===== src/rtl/k12a_input_cond.sv =====
// Board input conditioning for the k12a: two-flop synchronisers, per-bit
// debouncers, and button press pulse / sticky press-flag generation.
module k12a_input_cond #(
  parameter int DEBOUNCE_CYCLES = 50000
) (
  input  logic       sys_clock,
  input  logic       reset,
  input  logic [7:0] raw_switches,
  input  logic [7:0] raw_buttons,
  input  logic [7:0] press_ack,
  output logic [7:0] switches,
  output logic [7:0] buttons,
  output logic [7:0] button_press_pulse,
  output logic [7:0] button_pressed
);

  localparam logic [15:0] LAST = 16'(DEBOUNCE_CYCLES - 1);

  logic [15:0] sync1;
  logic [15:0] sync2;
  logic [15:0] deb;
  logic [15:0] deb_next;
  logic [15:0] cnt      [16];
  logic [15:0] cnt_next [16];
  logic [7:0]  rise;

  // Bits 7:0 are switches, 15:8 are buttons.
  always_comb begin
    deb_next = deb;
    for (int i = 0; i < 16; i++) begin
      cnt_next[i] = cnt[i];
      if (sync2[i] == deb[i]) begin
        cnt_next[i] = '0;
      end else if (cnt[i] == LAST) begin
        deb_next[i] = sync2[i];
        cnt_next[i] = '0;
      end else begin
        cnt_next[i] = cnt[i] + 16'd1;
      end
    end
  end

  assign rise = deb_next[15:8] & ~deb[15:8];

  always_ff @(posedge sys_clock) begin
    if (reset) begin
      sync1              <= '0;
      sync2              <= '0;
      deb                <= '0;
      button_press_pulse <= '0;
      button_pressed     <= '0;
      for (int i = 0; i < 16; i++) cnt[i] <= '0;
    end else begin
      sync1              <= {raw_buttons, raw_switches};
      sync2              <= sync1;
      deb                <= deb_next;
      button_press_pulse <= rise;
      // A new press wins over a coincident acknowledge.
      button_pressed     <= (button_pressed & ~press_ack) | rise;
      for (int i = 0; i < 16; i++) cnt[i] <= cnt_next[i];
    end
  end

  assign switches = deb[7:0];
  assign buttons  = deb[15:8];

endmodule


===== config.mk =====
export PLATFORM = sky130hd
export DESIGN_NAME = k12a_input_cond
export DESIGN_NICKNAME = d
export VERILOG_FILES = /design/src/rtl/k12a_input_cond.sv
export SDC_FILE = /design/constraint.sdc
export NUM_CORES = 1
export LEC_CHECK = 0
export CORE_MARGIN = 3
export CORE_UTILIZATION = 45
export CTS_CLUSTER_DIAMETER = 100
export DETAILED_ROUTE_END_ITERATION = 8
export DONT_BUFFER_PORTS = 1
export PLACE_DENSITY = 0.69
export SKIP_LAST_GASP = 1
export SYNTH_ARGS = -nofsm -noshare
export SYNTH_HDL_FRONTEND = slang
export SYNTH_SLANG_ARGS = --single-unit

===== constraint.sdc =====
create_clock -name sys_clock -period 3.95 [get_ports sys_clock]
set_input_delay 0.395 -clock sys_clock [delete_from_list [all_inputs] [get_ports sys_clock]]
set_output_delay 0.395 -clock sys_clock [all_outputs]
set_load 0.01 [all_outputs]

-- Word level (Yosys, flattened, before mapping)
Memories as Yosys holds them, arrays and structs flattened.
Index checks and enable logic that the tools add are counted.
- flip-flop bits (word level): 64
- bits in writable memories: 256
- input port bits: 26
- output and inout port bits: 32
- word-level logic and storage cells: 166
- memories: 1
- add/subtract/negate cells: 16
- eq/ne operators: 32
- multiplexer cells: 67
- bitwise operators: 29
- reduce and logical (&&, ||, !) cells: 8
- memories (memory ; words ; width ; rd ports ; clocked after Yosys merged registers in ; write ports ; line ; source):
    cnt ; 16 ; 16 ; 16 ; 0 ; 16 ; 23 ; logic [15:0] cnt [16];
- operator list (cell ; count):
    two-way mux 16 bit ; 48
    adder 16 x 1 -> 16 bit, second input constant ; 16
    == test 16 bit, second input constant ; 16
    two-way mux 1 bit ; 19
    bitwise AND 8 bit ; 2
    == test 1 bit ; 16
    inverter 8 bit ; 2
    OR 1 bit ; 16
    AND reduction 2 bit ; 8
    inverter 1 bit ; 8
    OR 8 bit ; 1

-- Longest topological paths before layout
Gate-level depths: netlist of run 1.
- depth after elaboration: 5
- mapped depth: 7
- gate-level depth less buffers: 5

-- Worst setup path after synthesis of run 1
Ideal clock, no wire load.
- kind: flip-flop to flip-flop
- start: mem cnt[11][13], in the netlist cnt[1][61]
- end: mem cnt[11][7], in the netlist cnt[1][55]
- data arrival time: 1.593 ns
- data required time: 3.835 ns
- slack: 2.242 ns
- stages on the path, launching flop included: 7
- path through: dfxtp_1 or4_1 nor4_2 or2_1 buf_6 buf_6 nor2_1
- RTL lines (element ; line):
    start: declaration ; 23

==> results of run 1 <==
## registers in the layout, indices dropped and copies added (netlist names)
| register | cells |
|---|---|
| button_press_pulse | 8 |
| button_pressed | 8 |
| cnt | 256 |
| deb | 16 |
| sync1 | 16 |
| sync2 | 16 |
## per-stage QoR
step	instances	cell area, um2	total power [mW]	util, %
2_1_floorplan	1491	13500	3.39	-
3_3_place_gp	1832	13700	3.38	47.0
3_5_place_dp	1832	13700	3.38	47.0
4_1_cts	1899	15000	6.80	51.4
5_1_grt	1900	15000	6.93	51.4
6_report	1900	15000	6.70	51.4
## cell usage after synthesis (all sizes together), types with 4 or more instances
cell    number
nand2b       9
or2          4
nand4       58
nand2       66
or3         13
nand4b      14
a21oi       17
nor2       309
and4         5
nand3       85
or4bb        8
dfxtp      320
mux2i       15
ha          16
nor3        52
o31ai        5
clkbuf      22
and3        17
nor4b       11
nor2b       34
xor2        38
xnor2      193
or4         14
nor4        71
inv         50
nor4bb      14
buf         21
## critical path, stage by stage (launching register included)
cell	delay (ns)
dfxtp_1	0.39
ha_1	0.21
nand3_1	0.25
nor4_2	0.43
or3_1	0.51
nor2_1	0.11
## cell families after synthesis
group                      after synthesis  synth area share (%)
AOI/OAI and AO/OA                       24                 0.999
adders and majority gates               16                  1.48
DFF                                    320                  47.4
buffers and inverters                   93                  3.63
and+or+nand+nor                        792                  30.5
muxes                                   15                  1.11
xor gates and xnor gates               231                  15.0
## worst min-delay path by stage
stage / slack, ns / end / start / depth (start not counted)
detailed placement: 0.42 / sync2[4]$_SDFF_PP0_ / sync1[4]$_SDFF_PP0_ / 1
global route: 0.006 / sync1[4]$_SDFF_PP0_ / raw_switches[4] / 1
floorplan: 0.41 / sync2[0]$_SDFF_PP0_ / sync1[0]$_SDFF_PP0_ / 1
finish: 0.02 / sync1[4]$_SDFF_PP0_ / raw_switches[4] / 1
global placement: 0.42 / sync2[10]$_SDFF_PP0_ / sync1[10]$_SDFF_PP0_ / 1
CTS: 0.005 / sync1[4]$_SDFF_PP0_ / raw_switches[4] / 1
## repair_timing
item	in CTS	in global routing
setup endpoints to repair	0	0
hold buffers	4	0
endpoints found under the hold margin	67	0
## per-layer routing
| layer | part of all wire (%) | GRT usage [%] | vias to the layer above | routed length, um |
|---|---|---|---|---|
| met5 | 0 | 0 | - | 0 |
| met4 | 2.0 | 3.96 | 0 | 474 |
| met3 | 4.8 | 3.39 | 36 | 1160 |
| met2 | 44 | 24.7 | 133 | 10700 |
| met1 | 49 | 20.5 | 4607 | 11900 |
| li1 | - | - | 5112 | - |
## report_power, final
group	leakage [nW]	switching [mW]	total, mW	internal [mW]
sequential	2.58	0.0120	3.26	3.25
combinational	1.19	0.0420	0.0654	0.0234
clock	0.597	1.30	3.37	2.07
## cell type report
| class | instances | area (um2) |
|---|---|---|
| antenna | 1 | 2.50 |
| clock buffer | 48 | 1050 |
| clock inverter | 15 | 186 |
| fill | 2677 | 14200 |
| inverter | 50 | 188 |
| multi-input combinational | 1078 | 6630 |
| sequential | 320 | 6410 |
| tap | 384 | 480 |
| timing repair buffer | 4 | 57.6 |
==> metrics.cfg, run 1 <==
[floorplanning]
rows=62
die_y_um=179
pin_count=58
start_util_pct=46.4
fp.dieW_um=179
design.die.area_um2=32200
core_area_um2=29200

[critical_path]
crit_path_end_kind=flop
arrival_ns=2.41
crit_type=flop to flop
crit_path_start=cnt[0][32]$_SDFF_PP0_
regToRegStartpoint=cnt[0][32]$_SDFF_PP0_
critPathLaunchType=flop
worstPathMaxFanout=16
ff2ff_setup_slack_ns=1.90
endpoint=cnt[0][47]$_SDFF_PP0_
worstRegToRegCells=5
cp.required_ns=4.31
rr_endpoint=cnt[0][47]$_SDFF_PP0_

[yosys]
yosysSeqAreaShare_pct=47.4
async_flop_share_pct=0
synth-edff-count=0
synthTopCellsByArea=dfxtp_1 47%, xnor2_1 12%, nor2_1 8.6%
synth-seq-cells=320
syn-num-nets=1533
ys_warn_count=0
syn_inst=1491
yosysTopAreaCell=dfxtp_1
yosysUniqueCellTypes=46
syn_area_um2=13500
syn_avg_cell_area_um2=9.07
synth_top_area_share_pct=47.4
synthFlopType=dfxtp_1

[clocking]
postCtsSetupBuffers=0
cts_tree=yes
path_clk_slew_ns=0.06
numCtsBuffers=36
cts_max_path_buffers=3
cts_root_buf=clkbuf_16
clkLatencyLatePin_ns=0.50
cts.repair.resized=0
htree_levels=2
cts.sinks=320

[run_status]
outcome=finished clean

[drt]
wl_per_cell_um=12.8
wl_mm=24.3
drc=0
ant_nets=0
drtIter0Drc=573
first_pass_iters=5
vias=9888
via_per_inst=5.20

[power_and_ir_drop]
vdd_drop_max_mv=0.356
power_per_cell_area_nw_per_um2=446
p_leak_nw=4.37

[place]
dp_slack_ns=1.90
io_buffers=0
dp_hpwl_mm=15.4
routabilityCongestion=0.822

[timing]
fin_skew_ns=0.0124
min_period_over_period_pct=51.8
whs_ns=0.0213
maxSlewHeadroom_pct=63.0
setup_viol=0
fmax_mhz=488
fin_ws_ns=1.90
fin_crit_ns=2.05
setup_tns_ns=0
worst-slew-pin-transition_ns=0.556
hold_viol_final=0
rsz0062_at_grt=false
drv_slew=0

[layout]
layout_common_cells=320 x dfxtp_1, 309 x nor2_1, 193 x xnor2_1
nets=1532
synthToLayoutAreaGrowth_pct=10.9
final_common_cell=dfxtp_1
drive_gt1_share_pct=5.21

[grt]
grtUsageTotal_pct=15.2
grt_max_degree=68
antenna_found_initial=1
grt_pass1_vias=9208
grt.overflow.total=0
grt_pass1_wl_mm=41.8

[hold_path]
min_path_type=input pin to flop

[run]
maxCapViolations=0

Note: power is estimated with default switching activity, not from simulation.
==> run 2: changes to the inputs <==
PLACE_DENSITY = 0.71   (was 0.69)
clock period = 1.81 ns   (was 3.95 ns; I/O delays follow)
==> run 2 against run 1 <==
Net effect:
- worst hold slack lost 0.019 ns
- clock-buffer cell count is the same
- fmax grew 19%
- core utilization grew 2.9 points
- routed wire length grew 3.2%
- critical path type unchanged
- critical endpoint is now cnt[1][46]$_SDFF_PP0_
==> metrics.cfg, run 2 (synthesis results as in run 1) <==
[timing]
maxSlewHeadroom_pct=73.4
worst-slew-pin-transition_ns=0.394
hold_viol_final=0
fmax_mhz=579
fin_ws_ns=0.0836
fin_skew_ns=0.0189
fin_crit_ns=1.73
min_period_over_period_pct=95.4
setup_viol=0
drv_slew=0
whs_ns=0.00228

[layout]
synthToLayoutAreaGrowth_pct=17.0
layout_common_cells=319 x dfxtp_1, 309 x nor2_1, 193 x xnor2_1
drive_gt1_share_pct=9.49
post-route-util_pct=54.3
nFillCells=2582
diodes=0
largest_register_ffs=256
nets=1615
multi_input_area_um2=6720
final_common_cell=dfxtp_1
final_cells=1985
largest_register=cnt
area.sequential_um2=6410
final_cell_area_um2=15800

[place]
io_buffers=0
dp_hpwl_mm=16.2
place_area_um2=14200
dp_slack_ns=0.0853
routabilityCongestion=0.830
dpl.cell_count=1891

[clocking]
path_clk_slew_ns=0.06
htree_levels=2
postCtsSetupBuffers=0
cts_root_buf=clkbuf_16
cts.sinks=320
numCtsBuffers=37
cts_tree=yes
cts_max_path_buffers=3
clkLatencyLatePin_ns=0.52

[critical_path]
worstPathCellList=ha_2 > nand4_1 > or2_4 > or4_1 > a21oi_1
regToRegStartpoint=cnt[1][32]$_SDFF_PP0_
crit_type=flop to flop
path_buf_inv=0
crit_path_end_kind=flop
rr_endpoint=cnt[1][46]$_SDFF_PP0_
cp.required_ns=2.26
ff2ff_setup_slack_ns=0.08
worstRegToRegCells=5
critPathSlowestCell=or4_1
critPathLaunchType=flop
endpoint=cnt[1][46]$_SDFF_PP0_
worstPathMaxFanout=4
crit_cells=5
critical-path-top-delay-family=simple AND/OR/NAND/NOR gates
crit_path_start=cnt[1][32]$_SDFF_PP0_
max_stage_delay_ns=0.47
arrival_ns=2.17

[power_and_ir_drop]
power_frac_clock_pct=50.3
p_int_mw=11.7
power_per_cell_area_nw_per_um2=931
p_leak_nw=4.80
vdd_drop_max_mv=0.954
pwr-share-seq_pct=48.3
power_switching_mw=3.05
swShare_pct=20.7
combPwrFrac_pct=1.4

[drt]
first_pass_iters=5
ant_nets=0
drtIter0Drc=451
drc=0
wl_met2_mm=11.5
met1_length_mm=11.9
route.met3.wl_mm=1.10
via_per_inst=5.14
wl_per_cell_um=12.6
vias=10198
routed.top_layer=met4
wl_mm=25.0

[floorplanning]
pin_count=58
die_y_um=179
fp.dieW_um=179
rows=62
design.die.area_um2=32200
start_util_pct=46.4
core_area_um2=29200

[grt]
grt_pass1_vias=9748
grt_max_degree=81
grt_pass1_wl_mm=43.6
grtUsageTotal_pct=15.7
antenna_found_initial=1
grt.overflow.total=0

[run_status]
outcome=finished clean

[run]
maxCapViolations=0

[hold_path]
min_path_type=input pin to flop

-- run 2: area by class of cell --
cell class	instances	area share [%]
flip-flops and latches	320	40.5
clock inverters	19	1.37
multi-input cells	1078	42.4
inverters	50	1.19
well taps	384	3.03
repair buffers	86	5.01
clock buffers	48	6.50
-- run 2: per-layer routing --
metal,vias up,track usage (%)
li1,5257,-
met2,140,26.8
met1,4764,20.3
met3,37,3.41
met4,0,3.87
met5,-,0
-- run 2: tightest hold or removal path, cell delays in order --
cell	delay (ns)
or3_4	0.10
buf_4	0.14
nor2_1	0.05
-- run 2: power groups by stage --
stage | Clock, mW | Combinational [mW] | Sequential (mW)
6_report | 7.41 | 0.214 | 7.11
2_1_floorplan | 0 | 0.131 | 7.26
4_1_cts | 7.64 | 0.211 | 7.11
3_5_place_dp | 0 | 0.132 | 7.27
3_3_place_gp | 0 | 0.131 | 7.27
5_1_grt | 7.92 | 0.235 | 7.11
-- run 2: per-stage QoR --
stage / total power, mW / setup TNS [ns]
floorplan: 7.39 / 0
global placement: 7.40 / 0
detailed placement: 7.40 / 0
CTS: 15.0 / 0
global route: 15.3 / -0.0261
finish: 14.7 / 0
-- run 2: worst min-delay path by stage --
| stage | start | to | cells past startpoint |
|---|---|---|---|
| 2_1_floorplan | raw_switches[0] | sync1[0]$_SDFF_PP0_ | 1 |
| 3_3_place_gp | reset | deb[1]$_SDFFE_PP0P_ | 1 |
| 3_5_place_dp | reset | sync2[0]$_SDFF_PP0_ | 1 |
| 4_1_cts | reset | cnt[0][45]$_SDFF_PP0_ | 3 |
| 5_1_grt | reset | cnt[0][46]$_SDFF_PP0_ | 3 |
| 6_report | reset | cnt[0][45]$_SDFF_PP0_ | 3 |
-- run 2: timing repair --
action	CTS	global route
hold endpoints to repair	80	5
hold buffers	26	1
resized for setup	0	19
endpoints found under the setup margin	0	72
